<file path="config.mk">
export PLATFORM = sky130hd
export DESIGN_NAME = blink_gen
export DESIGN_NICKNAME = d
export VERILOG_FILES = /design/src/rtl/test_runner_led_blink_gen.sv
export SDC_FILE = /design/constraint.sdc
export NUM_CORES = 1
export LEC_CHECK = 0
export ABC_CLOCK_PERIOD_IN_PS = 2800
export CORE_MARGIN = 5
export CORE_UTILIZATION = 57
export CTS_CLUSTER_SIZE = 40
export DETAILED_ROUTE_END_ITERATION = 12
export PLACE_DENSITY_LB_ADDON = 0.08
export REMOVE_ABC_BUFFERS = 1
export SLEW_MARGIN = 30
export SYNTH_ARGS = -nofsm -noshare
export SYNTH_HDL_FRONTEND = slang
export SYNTH_SLANG_ARGS = --single-unit
</file>
<file path="constraint.sdc">
create_clock -name i_clk -period 2.8 [get_ports i_clk]
set_input_delay 0.28 -clock i_clk [delete_from_list [all_inputs] [get_ports i_clk]]
set_output_delay 0.28 -clock i_clk [all_outputs]
set_load 0.02 [all_outputs]
</file>
<file path="src/rtl/test_runner_led_blink_gen.sv">
// ---------------------------------------------------------------------------
// blink_gen: free-running prescaler whose MSB is the LED blink phase. Rev 1.0
// ---------------------------------------------------------------------------
`default_nettype none

module blink_gen #(
  parameter int BLINK_LOG2 = 22
) (
  input  logic i_clk,
  input  logic i_rst_n,
  output logic o_blink
);

  logic [BLINK_LOG2-1:0] cnt_q;

  always_ff @(posedge i_clk or negedge i_rst_n) begin
    if (!i_rst_n) cnt_q <= '0;
    else          cnt_q <= cnt_q + BLINK_LOG2'(1);
  end

  assign o_blink = cnt_q[BLINK_LOG2-1];

endmodule

`default_nettype wire

</file>
After elaboration in Yosys (flattened, before gate mapping)
Cells that the tools add are included.

storage, ports and cells
  register bits after elaboration = 22
  bits of input ports = 2
  logic and storage cells = 2

cells by class
  add/subtract/negate cells = 1

operators with widths
  operator                                        number
  adder 22 x 1 -> 22 bit (second input constant)  1

Longest topological paths before layout
Gate-level depths: netlist (run 1).

  depth after elaboration = 1
  mapped depth = 5
  mapped depth without buffers = 5

Least setup slack after synthesis (run 1)
OpenSTA, ideal clock, no wires.

  path type = register to register
  from = reg cnt_q[0]
  to = reg cnt_q[16]
  data arrival time = 1223 ps
  required time = 2677 ps
  slack = 1454 ps
  stages on the path, launching flop included = 6
  period minus slack after synthesis = 1346 ps
  cell sequence = dfrtp_1 > ha_1 > nand3_1 > nor4_2 > nand2_1 > xnor2_1

on the way
  longest elaborated chain between the ends = 1

ends and longest elaborated chain
  what                    RTL line  text
  from (decl)             14        logic [BLINK_LOG2-1:0] cnt_q;
  from (signal assigned)  18        else cnt_q <= cnt_q + BLINK_LOG2'(1);
  adder 22 x 1 -> 22 bit  18

Every way passes these cells.

Worst setup path after layout (run 1)
  from = reg cnt_q[21]
  to = out o_blink

RTL lines
  what       RTL line  text
  to (decl)  11        output logic o_blink

No word-level cell between the ends.

==> results.md, run 1 <==
* TNS Setup at 0 ns
* RSZ-0062 raised after global routing: no
* Ys Warns at 0
* Area of the mapped netlist at 962 µm²
* Worst path max stage delay at 0.61 ns
* Run status: complete, no violations
* Tmin final at 1.55 ns
* Synth Register Bits at 22
* First DRT Iteration DRCs at 12
* Commonest non-fill, non-tap cells in the layout: 22 x dfrtp_1, 10 x xnor2_1, 10 x xor2_1
* Crit Path Class: flop to output pin
* Final Slew Violations at 0
* Routed Antenna Nets at 0
* Die Span Y at 51.1 µm
* Register area share after synthesis at 0.572
* Setup Skew at 0.00151 ns
* Ant diodes at 0
* Placed Area at 1000 µm²
* Clock root cell: clkbuf_4
* GPL Wtd Cong at 0.691
* Nets at 88
* DRT Pass-1 Iters at 4
* Largest delay share family, worst path: buffers and inverters
* Share of cells above drive strength 1 at 0.108
* Final-report hold violation count at 0
* Top reg by flops: cnt_q
* Port buffer count at 2
* Setup Viol. Count Final at 0
* Design Area, Final at 1030 µm²
* Clock tree buffer depth at 2
* Max reg flops at 22
* Worst slew pin tran at 0.466 ns
* # DRC at 0
* Row count at 14
* HPWL after DPL at 951 µm
* Post_cts resized at 0
* Worst path cell trace: clkdlybuf4s50_1
* Via Count at 546
* Die ar. at 2610 µm²
* H-tree Lvls at 1
* Avg Inst Size Synth at 12.5 µm²
* Initial Utilization at 0.617
* Hold bufs inserted after CTS at 0
* Worst-Skew Late Latency at 0.29 ns
* Clk sink count at 22
* VDD IR max at 0.000355 V
* Critical Path Sink Type: output pin
* Max-slew headroom at 0.689
* Fill cells at 114
* Core area at 1560 µm²
* Critical-path top delay cell: clkdlybuf4s50_1
* P&R area growth vs syn at 7.02%
* Library cells used by synthesis at 18
* Cell Pwr Density at 443 nW/µm²
* CP startpoint kind: flop
* Final period util at 0.555
* Max-Cap Viols at 0
* Largest registers: cnt_q x22
* Total power at 0.456 mW
* Worst Hold Class: input pin to asynchronous set/reset pin
* Io pins at 3
* Crit-path max FO at 2
* Routed vias/inst at 5.52
* Fmax achieved at 644 MHz
* Post-Synthesis Cells at 77
* Largest net degree at the start of global routing at 23
* Critical Path RT at 2.52 ns
* CTS buffer count at 3
* WL per Instance at 12.8 µm
* Total setup buffers inserted after CTS at 0
* Leading cell type in the layout, fill and taps excluded: dfrtp_1
* First-pass GRT wire length at 2.39 mm
* Die X-Extent at 51.1 µm
* GRT Util Overall at 0.123
* Crit path buffers/inverters at 1
* Leakage at 0.493 nW
* CTS tree: yes
* Crit path DAT at 1.27 ns
* Number of global-route vias before repair at 544
* Clock-pin slew on the worst setup and hold paths at 0.11 ns
* Grt total ovfl at 0
* Routed wire length at 1.27 mm
* Initial antenna violation count at 0
synthesized netlist by cell type:
cell type	instances	area share
and3_1	4	0.026
dfrtp_1	22	0.57
ha_1	1	0.013
inv_1	1	0.0039
nand2_1	7	0.027
nand3_1	7	0.036
nand3_4	1	0.018
nand4_1	3	0.020
nand4_4	1	0.022
nor2_1	4	0.016
nor3_1	1	0.0052
nor3_2	1	0.010
nor4_1	1	0.0065
nor4_2	1	0.013
nor4_4	1	0.022
or2_1	1	0.0065
xnor2_1	10	0.091
xor2_1	10	0.091
power by group:
part | switching, mW | total (mW) | internal [mW]
clock | 0.0818 | 0.132 | 0.0499
combinational | 0.00576 | 0.00717 | 0.00141
sequential | 0 | 0.318 | 0.318
total | 0.0876 | 0.456 | 0.369
final cells by class:
class / count / area (µm²) / area share
Sequential cell: 22 / 551 / 0.535
Inverter: 1 / 3.75 / 0.00365
Multi-Input combinational cell: 54 / 408 / 0.396
Tap cell: 16 / 20.0 / 0.0194
Timing Repair Buffer: 3 / 25.0 / 0.0243
Clock buffer: 3 / 22.5 / 0.0219
stage by stage:
step                std cells  hold WS [ns]  setup slack (ns)   util
finish                     99         0.465              1.25  0.661
global route               99         0.486              1.12  0.661
CTS                        98         0.478              1.23  0.657
detailed placement         95         0.463              1.27  0.643
global placement           95         0.453              1.28  0.643
floorplan                  77       -0.0156              1.45      -
layer usage:
metal / vias to the layer above / track usage / routed length [µm]
li1: 277 / - / -
met1: 257 / 0.170 / 638
met2: 10 / 0.180 / 566
met3: 2 / 0.0349 / 52
met4: 0 / 0.0538 / 10
met5: - / 0 / 0
kinds of logic (layout without fill, tap and decap cells):
logic type / count (synthesis) / in the layout / synth area share
and+or+nand+nor: 33 / 33 / 0.229
DFF: 22 / 22 / 0.572
xor gates and xnor gates: 20 / 20 / 0.182
adders and majority gates: 1 / 1 / 0.0130
buffers and inverters: 1 / 7 / 0.00390
worst paths after layout:
path	startpoint	end	slack [ns]	cells after the start
setup reg to reg	cnt_q[0]	cnt_q[20]	1.28	5
setup / recovery	cnt_q[21]	o_blink	1.25	1
hold / removal	i_rst_n	cnt_q[15]	0.46	2
max in group asynchronous	i_rst_n	cnt_q[1]	2.02	2
hold reg to reg	cnt_q[17]	cnt_q[17]	0.47	1
min in group i_clk	cnt_q[17]	cnt_q[17]	0.47	1
Power figures use the tool's default switching activity.
==> inputs of run 2 (changes only) <==
--- a/config.mk
+++ b/config.mk
@@ -5,7 +5,7 @@
 export SDC_FILE = /design/constraint.sdc
 export NUM_CORES = 1
 export LEC_CHECK = 0
-export ABC_CLOCK_PERIOD_IN_PS = 2800
+export ABC_CLOCK_PERIOD_IN_PS = 1500
 export CORE_MARGIN = 5
 export CORE_UTILIZATION = 57
 export CTS_CLUSTER_SIZE = 40
==> constraint.sdc (replaced) <==
create_clock -name i_clk -period 1.5 [get_ports i_clk]
set_input_delay 0.15 -clock i_clk [delete_from_list [all_inputs] [get_ports i_clk]]
set_output_delay 0.15 -clock i_clk [all_outputs]
set_load 0.02 [all_outputs]
==> results.md, run 2 (synthesis gave the netlist of run 1 again) <==
* Cells after DPL at 99 (was 95)
* Setup Skew at 0.00360 ns (was 0.00151 ns)
* Die X-Extent at 51.1 µm (unchanged)
* Crit-path max FO at 2 (unchanged)
* Clock root cell: clkbuf_4 (unchanged)
* Die ar. at 2610 µm² (unchanged)
* Die Span Y at 51.1 µm (unchanged)
* Row count at 14 (unchanged)
* RSZ-0062 raised after global routing: yes (was no)
* Worst slew pin tran at 0.316 ns (was 0.466 ns)
* Port buffer count at 2 (unchanged)
* Routed vias/inst at 5.62 (was 5.52)
* Worst Hold Class: input pin to asynchronous set/reset pin (unchanged)
* Crit path buffers/inverters at 1 (unchanged)
* Share of cells above drive strength 1 at 0.170 (was 0.108)
* Final Slew Violations at 0 (unchanged)
* Max-slew headroom at 0.788 (was 0.689)
* Initial Utilization at 0.617 (unchanged)
* Via Count at 584 (was 546)
* Placed Area at 1030 µm² (was 1000 µm²)
* WL per Instance at 13.8 µm (was 12.8 µm)
* CP startpoint kind: flop (unchanged)
* HPWL after DPL at 1.07 mm (was 951 µm)
* Crit path DAT at 1.27 ns (about the same)
* Design Area, Final at 1080 µm² (was 1030 µm²)
* Number of global-route vias before repair at 588 (was 544)
* CTS buffer count at 3 (unchanged)
* Routed Antenna Nets at 0 (unchanged)
* GRT Util Overall at 0.132 (was 0.123)
* Ant diodes at 0 (unchanged)
* Max-Cap Viols at 0 (unchanged)
* Routed wire length at 1.44 mm (was 1.27 mm)
* Crit Path Class: flop to output pin (unchanged)
* Max reg flops at 22 (unchanged)
* Cell Pwr Density at 788 nW/µm² (was 443 nW/µm²)
* Place WS at 0.0558 ns (was 1.27 ns)
* Clk sink count at 22 (unchanged)
* Largest registers: cnt_q x22 (unchanged)
* DRT Pass-1 Iters at 4 (unchanged)
* Tmin final at 1.42 ns
* Clock-pin slew on the worst setup and hold paths at 0.11 ns (about the same)
* Worst-Skew Late Latency at 0.29 ns (about the same)
* Critical Path RT at 1.35 ns (was 2.52 ns)
* CTS tree: yes (unchanged)
* Final Non-Filler Cells at 104 (was 99)
* Io pins at 3 (unchanged)
* Final core occ at 0.693 (was 0.661)
* Core area at 1560 µm² (unchanged)
* Grt total ovfl at 0 (unchanged)
* Top reg by flops: cnt_q (unchanged)
* Nets at 93 (was 88)
* Fill cells at 129 (was 114)
* VDD IR max at 0.000623 V (was 0.000355 V)
* Largest net degree at the start of global routing at 23 (unchanged)
* Worst path cell trace: clkdlybuf4s50_1 (unchanged)
* Initial antenna violation count at 0 (unchanged)
* H-tree Lvls at 1 (unchanged)
* Clock tree buffer depth at 2 (unchanged)
* GPL Wtd Cong at 0.747 (was 0.691)
* Total power at 0.851 mW (was 0.456 mW)
* Setup Viol. Count Final at 0 (unchanged)
* # DRC at 0 (unchanged)
* Critical Path Sink Type: output pin (unchanged)
* P&R area growth vs syn at 12.4% (was 7.02%)
* Leakage at 0.537 nW (was 0.493 nW)
* Reg area at 551 µm² (unchanged)
* Final period util at 0.945
* Critical-path top delay cell: clkdlybuf4s50_1 (unchanged)
* Leading cell type in the layout, fill and taps excluded: dfrtp_1 (unchanged)
* Largest delay share family, worst path: buffers and inverters (unchanged)
* Area of the multi-input gates at 419 µm² (was 408 µm²)
* Worst path max stage delay at 0.61 ns (about the same)
* Hold bufs inserted after CTS at 0 (unchanged)
* Final-report hold violation count at 0 (unchanged)
* First-pass GRT wire length at 2.60 mm (was 2.39 mm)
* Commonest non-fill, non-tap cells in the layout: 22 x dfrtp_1, 10 x xnor2_1, 10 x xor2_1 (unchanged)
* Run status: complete, no violations (unchanged)
* First DRT Iteration DRCs at 3 (was 12)
* Min setup slack post-route at 0.0823 ns (was 1.25 ns)
* Fmax achieved at 705 MHz
run 2: where the power goes:
part	total [mW]	internal, mW	switching [mW]	leakage (nW)
Sequential	0.593	0.593	0	0.293
Combinational	0.0150	0.00400	0.0110	0.230
Clock	0.244	0.0933	0.150	0.0138
run 2: stage by stage:
step,hold WS [ns],setup TNS (ns)
5_1_grt,0.228,-0.0113
2_1_floorplan,-0.146,0
3_5_place_dp,0.467,0
4_1_cts,0.201,0
3_3_place_gp,0.460,0
6_report,0.203,0
run 2: final timing paths:
path | from | end | slack, ns | cells after the start
worst max-delay path | cnt_q[21] | o_blink | 0.08 | 1
worst min-delay path | i_rst_n | cnt_q[18] | 0.20 | 2
worst max register to register | cnt_q[4] | cnt_q[19] | 0.11 | 4
worst min register to register | cnt_q[21] | cnt_q[21] | 0.47 | 1
max in group asynchronous | i_rst_n | cnt_q[15] | 1.09 | 2
min in group i_clk | cnt_q[21] | cnt_q[21] | 0.47 | 1
run 2: final cells by class:
cell class,count,share of cell area
flip-flops and latches,22,0.509
multi-input cells,54,0.388
repair buffers,8,0.0602
clock buffers,3,0.0208
well taps,16,0.0185
inverters,1,0.00347
run 2: metal layers:
layer  track usage  vias to the layer above  wire length [µm]  share of wire
li1              -                      288                 -              -
met4        0.0673                        0                10         0.0070
met2         0.206                        5               695           0.48
met3        0.0262                        2                34          0.024
met1         0.174                      289               697           0.49
met5             0                        -                 0              0
run 2: worst register-to-register path, stage by stage, from the launching register on:
cell and delay, ns:
dfrtp_1 0.44, nand4_4 0.19, nor4_4 0.39, nand3_1 0.14, xnor2_1 0.14
run 2: repair_timing:
| item | 4_1_cts | 5_1_grt |
|---|---|---|
| buffers inserted | 0 | 2 |
| endpoints found under the setup margin | 0 | 5 |
| resized for setup | 0 | 2 |
